===== src/rtl/ifu_fetch_ctrl_if.sv =====
// Fetch-control bus: instruction-memory port, redirect request and decode-side handshake.
interface ifu_fetch_ctrl_if;
    logic [31:0] im_addr;
    logic [31:0] im_instr;
    logic        redirect_valid;
    logic [31:0] redirect_pc;
    logic        out_valid;
    logic        out_ready;
    logic [31:0] out_pc;
    logic [31:0] out_instr;
    logic        out_fault;

    // Fetch controller side
    modport master (
        output im_addr,
        input  im_instr,
        input  redirect_valid,
        input  redirect_pc,
        output out_valid,
        input  out_ready,
        output out_pc,
        output out_instr,
        output out_fault
    );

    // Memory / redirect source / decode side
    modport slave (
        input  im_addr,
        output im_instr,
        output redirect_valid,
        output redirect_pc,
        input  out_valid,
        output out_ready,
        input  out_pc,
        input  out_instr,
        input  out_fault
    );
endinterface


===== src/rtl/ifu_fetch_ctrl.sv =====
// Instruction fetch controller: sequential PC, 2-entry fetch buffer, redirect flush,
// halt on fetch-address fault. Optional performance counters behind IFU_PERF_CNT_EN.
module ifu_fetch_ctrl #(
    parameter logic [31:0] BASE_ADDR   = 32'h0000_3000,
    parameter int unsigned DEPTH_WORDS = 4096
) (
    input  logic                    clk,
    input  logic                    reset,
    ifu_fetch_ctrl_if.master        bus
`ifdef IFU_PERF_CNT_EN
    ,
    output logic [31:0]             perf_fetch,
    output logic [31:0]             perf_flush
`endif
);

    localparam int unsigned NUM_ENTRIES = 2;
    // One past the last valid byte address, kept 33 bits wide so it cannot wrap.
    localparam logic [32:0] LIMIT_ADDR  = 33'(BASE_ADDR) + (33'(DEPTH_WORDS) << 2);

    typedef enum logic {FETCH = 1'b0, HALT = 1'b1} state_e;

    typedef struct packed {
        logic [31:0] pc;
        logic [31:0] instr;
        logic        fault;
    } entry_t;

    entry_t      fifo_q [NUM_ENTRIES];
    entry_t      fifo_d [NUM_ENTRIES];
    logic [31:0] pc_q, pc_d;
    logic [1:0]  count_q, count_d;
    logic        wr_ptr_q, wr_ptr_d;
    logic        rd_ptr_q, rd_ptr_d;
    state_e      state_q, state_d;
    logic        fault_c;
    logic        pop_c;
    logic        push_c;
`ifdef IFU_PERF_CNT_EN
    logic [31:0] perf_fetch_q, perf_fetch_d;
    logic [31:0] perf_flush_q, perf_flush_d;
`endif

    // Fetch-address fault: misaligned or outside instruction memory
    assign fault_c = (pc_q[1:0] != 2'b00)
                  || ({1'b0, pc_q} < {1'b0, BASE_ADDR})
                  || ({1'b0, pc_q} >= LIMIT_ADDR);

    // Buffer handshake; a redirect suppresses both sides in its cycle
    assign pop_c  = (count_q != 2'd0) && bus.out_ready && !bus.redirect_valid;
    assign push_c = (state_q == FETCH) && !bus.redirect_valid
                 && ((count_q < 2'd2) || pop_c);

    assign bus.im_addr   = pc_q;
    assign bus.out_valid = (count_q != 2'd0);
    assign bus.out_pc    = fifo_q[rd_ptr_q].pc;
    assign bus.out_instr = fifo_q[rd_ptr_q].instr;
    assign bus.out_fault = fifo_q[rd_ptr_q].fault;

    // Next-state: redirect flush, else push/pop on the buffer and PC advance
    always_comb begin
        fifo_d   = fifo_q;
        pc_d     = pc_q;
        count_d  = count_q;
        wr_ptr_d = wr_ptr_q;
        rd_ptr_d = rd_ptr_q;
        state_d  = state_q;
`ifdef IFU_PERF_CNT_EN
        perf_fetch_d = perf_fetch_q;
        perf_flush_d = perf_flush_q;
`endif
        if (bus.redirect_valid) begin
            count_d  = 2'd0;
            wr_ptr_d = 1'b0;
            rd_ptr_d = 1'b0;
            pc_d     = bus.redirect_pc;
            state_d  = FETCH;
`ifdef IFU_PERF_CNT_EN
            if (count_q != 2'd0) begin
                perf_flush_d = perf_flush_q + 32'd1;
            end
`endif
        end else begin
            if (push_c) begin
                fifo_d[wr_ptr_q].pc    = pc_q;
                fifo_d[wr_ptr_q].instr = fault_c ? 32'h0 : bus.im_instr;
                fifo_d[wr_ptr_q].fault = fault_c;
                wr_ptr_d = ~wr_ptr_q;
                pc_d     = pc_q + 32'd4;
                if (fault_c) begin
                    state_d = HALT;
                end
`ifdef IFU_PERF_CNT_EN
                perf_fetch_d = perf_fetch_q + 32'd1;
`endif
            end
            if (pop_c) begin
                rd_ptr_d = ~rd_ptr_q;
            end
            count_d = count_q + 2'(push_c) - 2'(pop_c);
        end
    end

    // State register with asynchronous active-low reset
    always_ff @(posedge clk or negedge reset) begin
        if (!reset) begin
            for (int i = 0; i < NUM_ENTRIES; i++) begin
                fifo_q[i] <= '0;
            end
            pc_q     <= BASE_ADDR;
            count_q  <= 2'd0;
            wr_ptr_q <= 1'b0;
            rd_ptr_q <= 1'b0;
            state_q  <= FETCH;
`ifdef IFU_PERF_CNT_EN
            perf_fetch_q <= 32'd0;
            perf_flush_q <= 32'd0;
`endif
        end else begin
            fifo_q   <= fifo_d;
            pc_q     <= pc_d;
            count_q  <= count_d;
            wr_ptr_q <= wr_ptr_d;
            rd_ptr_q <= rd_ptr_d;
            state_q  <= state_d;
`ifdef IFU_PERF_CNT_EN
            perf_fetch_q <= perf_fetch_d;
            perf_flush_q <= perf_flush_d;
`endif
        end
    end

`ifdef IFU_PERF_CNT_EN
    assign perf_fetch = perf_fetch_q;
    assign perf_flush = perf_flush_q;
`endif

endmodule


===== src/flat_wrapper.sv =====
// flat-port wrapper written by rule: the top's interface ports become plain ports
module ifu_fetch_ctrl_flat 
#(
    parameter logic [31:0] BASE_ADDR   = 32'h0000_3000,
    parameter int unsigned DEPTH_WORDS = 4096
)
  (clk, reset, bus_im_addr, bus_im_instr, bus_redirect_valid, bus_redirect_pc, bus_out_valid, bus_out_ready, bus_out_pc, bus_out_instr, bus_out_fault);
  ifu_fetch_ctrl_if bus_i ();
  input  logic clk;
  input  logic reset;
  output wire logic [$bits(bus_i.im_addr)-1:0] bus_im_addr;
  input wire logic [$bits(bus_i.im_instr)-1:0] bus_im_instr;
  input wire logic [$bits(bus_i.redirect_valid)-1:0] bus_redirect_valid;
  input wire logic [$bits(bus_i.redirect_pc)-1:0] bus_redirect_pc;
  output wire logic [$bits(bus_i.out_valid)-1:0] bus_out_valid;
  input wire logic [$bits(bus_i.out_ready)-1:0] bus_out_ready;
  output wire logic [$bits(bus_i.out_pc)-1:0] bus_out_pc;
  output wire logic [$bits(bus_i.out_instr)-1:0] bus_out_instr;
  output wire logic [$bits(bus_i.out_fault)-1:0] bus_out_fault;
  assign bus_im_addr = bus_i.im_addr;
  assign bus_i.im_instr = bus_im_instr;
  assign bus_i.redirect_valid = bus_redirect_valid;
  assign bus_i.redirect_pc = bus_redirect_pc;
  assign bus_out_valid = bus_i.out_valid;
  assign bus_i.out_ready = bus_out_ready;
  assign bus_out_pc = bus_i.out_pc;
  assign bus_out_instr = bus_i.out_instr;
  assign bus_out_fault = bus_i.out_fault;
  ifu_fetch_ctrl #(.BASE_ADDR(BASE_ADDR), .DEPTH_WORDS(DEPTH_WORDS)) u_core (.clk(clk), .reset(reset), .bus(bus_i));
endmodule

===== config.mk =====
export PLATFORM = sky130hd
export DESIGN_NAME = ifu_fetch_ctrl_flat
export DESIGN_NICKNAME = d
export VERILOG_FILES = /design/src/rtl/ifu_fetch_ctrl_if.sv /design/src/rtl/ifu_fetch_ctrl.sv /design/src/flat_wrapper.sv
export SDC_FILE = /design/constraint.sdc
export NUM_CORES = 1
export LEC_CHECK = 0
export CORE_MARGIN = 5
export CORE_UTILIZATION = 40
export CTS_BUF_LIST = sky130_fd_sc_hd__clkbuf_2 sky130_fd_sc_hd__clkbuf_4 sky130_fd_sc_hd__clkbuf_8
export DETAILED_ROUTE_END_ITERATION = 16
export PLACE_DENSITY = 0.64
export SYNTH_ARGS = -nofsm -noshare
export SYNTH_HDL_FRONTEND = slang
export SYNTH_SLANG_ARGS = --single-unit
export TNS_END_PERCENT = 1

===== constraint.sdc =====
create_clock -name clk -period 2 [get_ports clk]
set_input_delay 0.6 -clock clk [delete_from_list [all_inputs] [get_ports clk]]
set_output_delay 0.6 -clock clk [all_outputs]
set_load 0.005 [all_outputs]

# == Word level (Yosys, flattened, before mapping) ==
# Index checks and enable logic that the tools add are counted.
# totals
output_inout_bits,98
reg_bits,167
# op_classes
n_reduce_logical,16
n_lt_le_gt_ge,6
bitwise_logic,6
n_mux,23
add_sub_neg,3
# ops
operator,n
130-bit bitwise mux,3
65-bit two-way mux,4
65-bit demux with 1-bit select,3
32-bit two-way mux,3
33-bit two-way mux,1
"32-bit by 3-bit adder with 32-bit output, second input constant",1
"32-bit by 15-bit greater-or-equal comparator with 1-bit output, second input constant",1
"32-bit by 14-bit < comparator with 1-bit output, second input constant",1
2-bit nonzero test,5
1-bit two-way mux,8
1-bit logical AND,5
"2-bit greater-or-equal comparator, second input constant",2
1-bit NOT,4
1-bit NOT with 2-bit output,2
2-bit AND reduction,2
1-bit logical OR,3
2-bit by 1-bit adder with 2-bit output,1
"2-bit by 1-bit < comparator with 1-bit output, second input constant",1
"2-bit < comparator, second input constant",1
2-bit two-way mux,1
2-bit by 1-bit subtractor with 2-bit output,1
1-bit logical NOT,1

# == Longest topological paths before layout ==
# Gate-level depths: netlist (run 1).
# logic_depth
word_depth,8
mapped_depth,8
mapped_depth_nobuf,8

# == Least setup slack after synthesis (run 1) ==
# OpenSTA, ideal clock, no wires.
# synth_timing
kind,reg2out
from,reg u_core.rd_ptr_q
to,out bus_out_instr[0]
setup_slack_ns,0.014
stages_incl_launch_ff,4
arrival_time_ns,1.386
n_path_buf,2
required_time_ns,1.400
path_cell_list,dfrtp_1 > clkbuf_1 > clkbuf_1 > mux2_2
# synth_via
elab_chain_len,4
# synth_lines
element,line,rtl
start: declaration,ifu_fetch_ctrl.sv:34,"logic rd_ptr_q, rd_ptr_d;"
start signal: assignment,ifu_fetch_ctrl.sv:124,rd_ptr_q <= rd_ptr_d;
1-bit NOT with 2-bit output (not written as such),ifu_fetch_ctrl.sv:57,assign bus.out_instr = fifo_q[rd_ptr_q].instr;
65-bit two-way mux,-,
65-bit two-way mux (not written as such) (2 in series),ifu_fetch_ctrl.sv:57,
end: declaration,flat_wrapper.sv:18,output wire logic [$bits(bus_i.out_instr)-1:0] bus_out_instr;
# No other way between the ends. The select of a mux whose other input is x is not followed.

# == Worst setup path in the final report (run 1) ==
# layout_timing
from,reg u_core.rd_ptr_q
to,out bus_out_instr[4]
# Same word-level chain as after synthesis.

==> results of run 1 <==
==> per-layer routing <==
metal	routed length (um)	vias up
met5	12	-
met1	9270	2779
met4	292	2
li1	-	2769
met2	9440	167
met3	1180	21
==> timing repair <==
item,CTS,global route
setup buffers,0,20
gates resized for setup,129,137
gates cloned,0,6
setup endpoints to repair,98,67
==> kinds of logic (layout without fill, tap and decap cells) <==
kind of cell | count (synthesis) | after routing | share of synthesized area, %
flip-flops | 167 | 167 | 54.2
XOR/XNOR | 34 | 34 | 3.86
adder cells (fa/ha/maj) | 4 | 4 | 0.649
multiplexers | 127 | 127 | 18.5
AO/OA/AOI/OAI | 102 | 102 | 6.69
buffers and inverters | 49 | 262 | 3.10
AND/OR/NAND/NOR | 210 | 210 | 12.9
==> through the flow <==
stage	worst slack [ns]	power, mW
6_report	-0.386	10.2
5_1_grt	-0.450	10.8
4_1_cts	-0.611	10.1
3_5_place_dp	-0.322	7.30
3_3_place_gp	-0.346	7.21
2_1_floorplan	0.0143	5.77
==> power groups by stage <==
stage          Combinational, mW  Clock (mW)  Sequential [mW]
6_report                    2.78        3.01             4.45
4_1_cts                     2.54        3.09             4.46
3_5_place_dp                2.78           0             4.52
2_1_floorplan               1.40           0             4.37
3_3_place_gp                2.74           0             4.47
5_1_grt                     3.02        3.24             4.54
==> final cells by class <==
type / instances / share of cell area [%]
clock inverter: 12 / 2.38
timing repair buffer: 225 / 19.6
sequential: 167 / 40.4
inverter: 6 / 0.216
clock buffer: 19 / 2.45
multi-input combinational: 477 / 31.9
tap: 260 / 3.12
==> worst min path at each step <==
stage | end | slack, ns | cells past startpoint
6_report | u_core.fifo_q[73] | 0.06 | 1
5_1_grt | u_core.fifo_q[73] | 0.05 | 1
4_1_cts | u_core.fifo_q[73] | 0.05 | 1
3_5_place_dp | u_core.fifo_q[0] | 0.47 | 2
3_3_place_gp | u_core.fifo_q[24] | 0.46 | 2
2_1_floorplan | u_core.bus.im_addr[0] | 0.30 | 0
==> cell usage in the layout (no fill, tap or decap), types with 11 or more instances in the layout <==
master | synthesis | layout
sky130_fd_sc_hd__o21ai_1 | 12 | 12
sky130_fd_sc_hd__nand4_1 | 13 | 13
sky130_fd_sc_hd__clkbuf_2 | 0 | 58
sky130_fd_sc_hd__nor2_1 | 11 | 11
sky130_fd_sc_hd__nand2_1 | 147 | 146
sky130_fd_sc_hd__o21ai_0 | 89 | 89
sky130_fd_sc_hd__dlygate4sd2_1 | 0 | 31
sky130_fd_sc_hd__mux2_2 | 126 | 123
sky130_fd_sc_hd__dfrtp_1 | 165 | 143
sky130_fd_sc_hd__buf_4 | 1 | 35
sky130_fd_sc_hd__clkdlybuf4s50_1 | 0 | 65
sky130_fd_sc_hd__clkbuf_8 | 0 | 18
sky130_fd_sc_hd__dfrtp_2 | 0 | 21
sky130_fd_sc_hd__buf_12 | 0 | 12
sky130_fd_sc_hd__xor2_1 | 26 | 26
==> registers in the layout, indices dropped and copies added, names as in the netlist <==
signal              flops
u_core.rd_ptr_q         1
u_core.fifo_q         130
u_core.bus.im_addr     32
u_core.count_q          2
u_core.wr_ptr_q         1
u_core.state_q          1
==> run summary, run 1 <==
The remaining antenna violation count after routing is 0. The cts-stage hold buffer count is 0. Buffers placed on the I/O ports in this run total approximately 170. The maximum fanout along the worst path came out at 7. The y dimension of the die is about 150 um. The clock network burns 29.4% of the power. Global routing used under 10% of the available met3 tracks. The global routing stage identified its most utilized layer as met2.

The switching part of the total power came out at between 20 and 30%. The static leakage came out at about 4.7 nW. The run finished, with violations left. The internal power of the cells totals around 7.5 mW. The number of instances in the synthesized netlist is a little under 700. The final net count came out at 966.

Among all cell types in the netlist, the one instantiated most often is sky130_fd_sc_hd__dfrtp_1. The class of the most critical hold timing path is input pin to asynchronous set/reset pin. The non-filler instance count after layout came out at 1166.

The area used by multi-input combinational logic is ~3300 um^2. The wire length per cell after detailed routing is ~17 um. The synthesized design contains 0 enable-type register cells. A synthesized cell averages 11.1 um^2. In the synthesized netlist, the cells that appear most often are sky130_fd_sc_hd__dfrtp_1 (165), sky130_fd_sc_hd__nand2_1 (147), sky130_fd_sc_hd__mux2_2 (126), sky130_fd_sc_hd__o21ai_0 (89). In this run, the combinational gates consume between 20% and 30% of the power.

For this run, the total global-route usage over all layers was measured as about 18%. The number of inserted filler cells in the final layout is roughly 1.6k. In this run the critical register-to-register path is captured at u_core.fifo_q[69]. The number of storage elements in the synthesis netlist came out at 167. The max-cap check violation count came out at 0.

The top-area cell type share of the netlist area came out at a little over half. The DRC marker count from the first detailed-route iteration is slightly below 200. Based on the critical path, the design can be clocked at up to 419 MHz. The residual overflow from global routing came out at 0. Data on the critical path arrives at its endpoint at approximately 1.8 ns. The slowest cell on the critical path is sky130_fd_sc_hd__dfrtp_4. The hold violation count in the final report is 0. The Yosys step of the flow raised 0 warnings. The clock insertion delay at the later pin of the skew report came out at ~0.45 ns. Setup repair after global routing could not meet its margin everywhere. Entering global routing, the biggest net connects 60 pins.

The total half-perimeter wirelength after legalization and detailed placement is 13.4 mm. The area added between synthesis and finish is 35.2%. The first detailed-routing pass took 4 iterations. Summing all flip-flop and latch instances after layout gives around 4200 um^2.

The post-route cell area came out at 10400 um^2. The initial core utilization came out at between 40 and 50%. For the worst setup path, the data required time is 1.40 ns.

In this run, placement finished with an instance count of around 1.1k. The initial antenna violation count came to 1. The number of clock buffers added by TritonCTS is 17. The checks that failed: setup timing. The final max-slew violation count came out at 0.

The via count of the first global-routing pass came out at slightly above 6k. The netlist uses 34 different library cells. The slew of the pin with the lowest slew margin came out at 0.542 ns. Summed over all layers, the routed wires come to ~20 mm. The worst setup path startpoint is u_core.rd_ptr_q. The portion of the clock cycle consumed by the worst path in the final layout is 119%.

The average via count per standard cell came out at about 4.9. The routability-driven placement congestion ratio is between 0.8 and 0.9. The die covers between 20000 and 25000 um^2. The clock edge transition at the registers on the reported setup and hold paths came out at 0.09 ns. The sink count of the clock tree is approximately 170. Summing all placed instances gives a cell area of between 9000 and 10000 um^2. The repair_antennas step left the layout with diodes totalling 0.

The worst slew margin relative to its limit came out at ~64%. The total nets after synthesis is roughly 770. The via total after detailed routing is roughly 5.7k. The setup violation total in the final timing report is 65. Walking the worst path, the cells encountered are buf_12 -> clkbuf_16 -> buf_4 -> mux2_4 -> clkbuf_2. The final critical-path required period is ~2.4 ns. The largest stage delay on the critical path is roughly 0.50 ns. In this run the power spent charging and discharging nets is 2.76 mW.

The worst slack on hold paths is ~0.06 ns. In this run the clock root is driven by a sky130_fd_sc_hd__clkbuf_8. The total standard cell area after synthesis came out at slightly below 8000 um^2. The worst setup path is of the flop to primary output kind. The worst flop-to-flop path startpoint is u_core.bus.im_addr[25].

The setup check on the worst reg-to-reg path leaves a slack of between 0.2 and 0.25 ns. The critical path runs through a total of 5 cells. On the critical path the largest part of the delay comes from buffers and inverters. The detailed-route DRC error count is 0.

The most used flip-flop cell after synthesis is sky130_fd_sc_hd__dfrtp_1. STA classifies the critical path startpoint as a flop. The clock tree buffer depth came out at 2. The biggest area contributor in the post-synthesis netlist is sky130_fd_sc_hd__dfrtp_1. The H-tree depth came out at 4. The row count came out at 50. The die is 149 um wide. The power per cell area came out at between 900 and 1000 nW/um^2. In the post-route analysis, the smallest setup slack over all paths is -0.386 ns.

The first global-routing pass estimated about 31 mm of wire. TritonCTS built the clock tree. Between clock sinks in the finished design, the worst skew comes to between 0.01 and 0.015 ns. The maximum vdd ir drop came out at around 0.00052 V. The share of post-route cells with drive strength above 1 came out at 35.5%. The share of synthesized flip-flops with an asynchronous set or reset came out at between 90% and 100%. The met1 capacity usage during global routing came out at ~24%.

The number of buffers and inverters on the critical path came out at 4. The total area inside the core boundary comes to 18800 um^2. STA classifies the critical path endpoint as a primary output.

Global routing used around 29% of the available met2 tracks. The total negative setup slack came out at -20.45 ns. Per report_power, the sequential group accounts for between 40% and 50% of the total. In the post-synthesis netlist, the biggest area contributors are sky130_fd_sc_hd__dfrtp_1 (54%), sky130_fd_sc_hd__mux2_2 (18%), sky130_fd_sc_hd__nand2_1 (7.2%), sky130_fd_sc_hd__o21ai_0 (5.8%), sky130_fd_sc_hd__xor2_1 (3.0%). The fraction of the yosys area taken by sequential cells came out at 54.2%. The number of placed I/O pins is around 170.

Following the worst setup path forward leads to its endpoint at bus_out_instr[4]. For the worst flop-to-flop path, the logic depth is 6. The utilization after layout came out at a little under three fifths.
Power figures use the tool's default switching activity.
==> inputs of run 2 (changes only) <==
- SLEW_MARGIN: not set -> 20
==> results of run 2 <==
No change in the layout: final DEF, timing and power equal those of run 1.
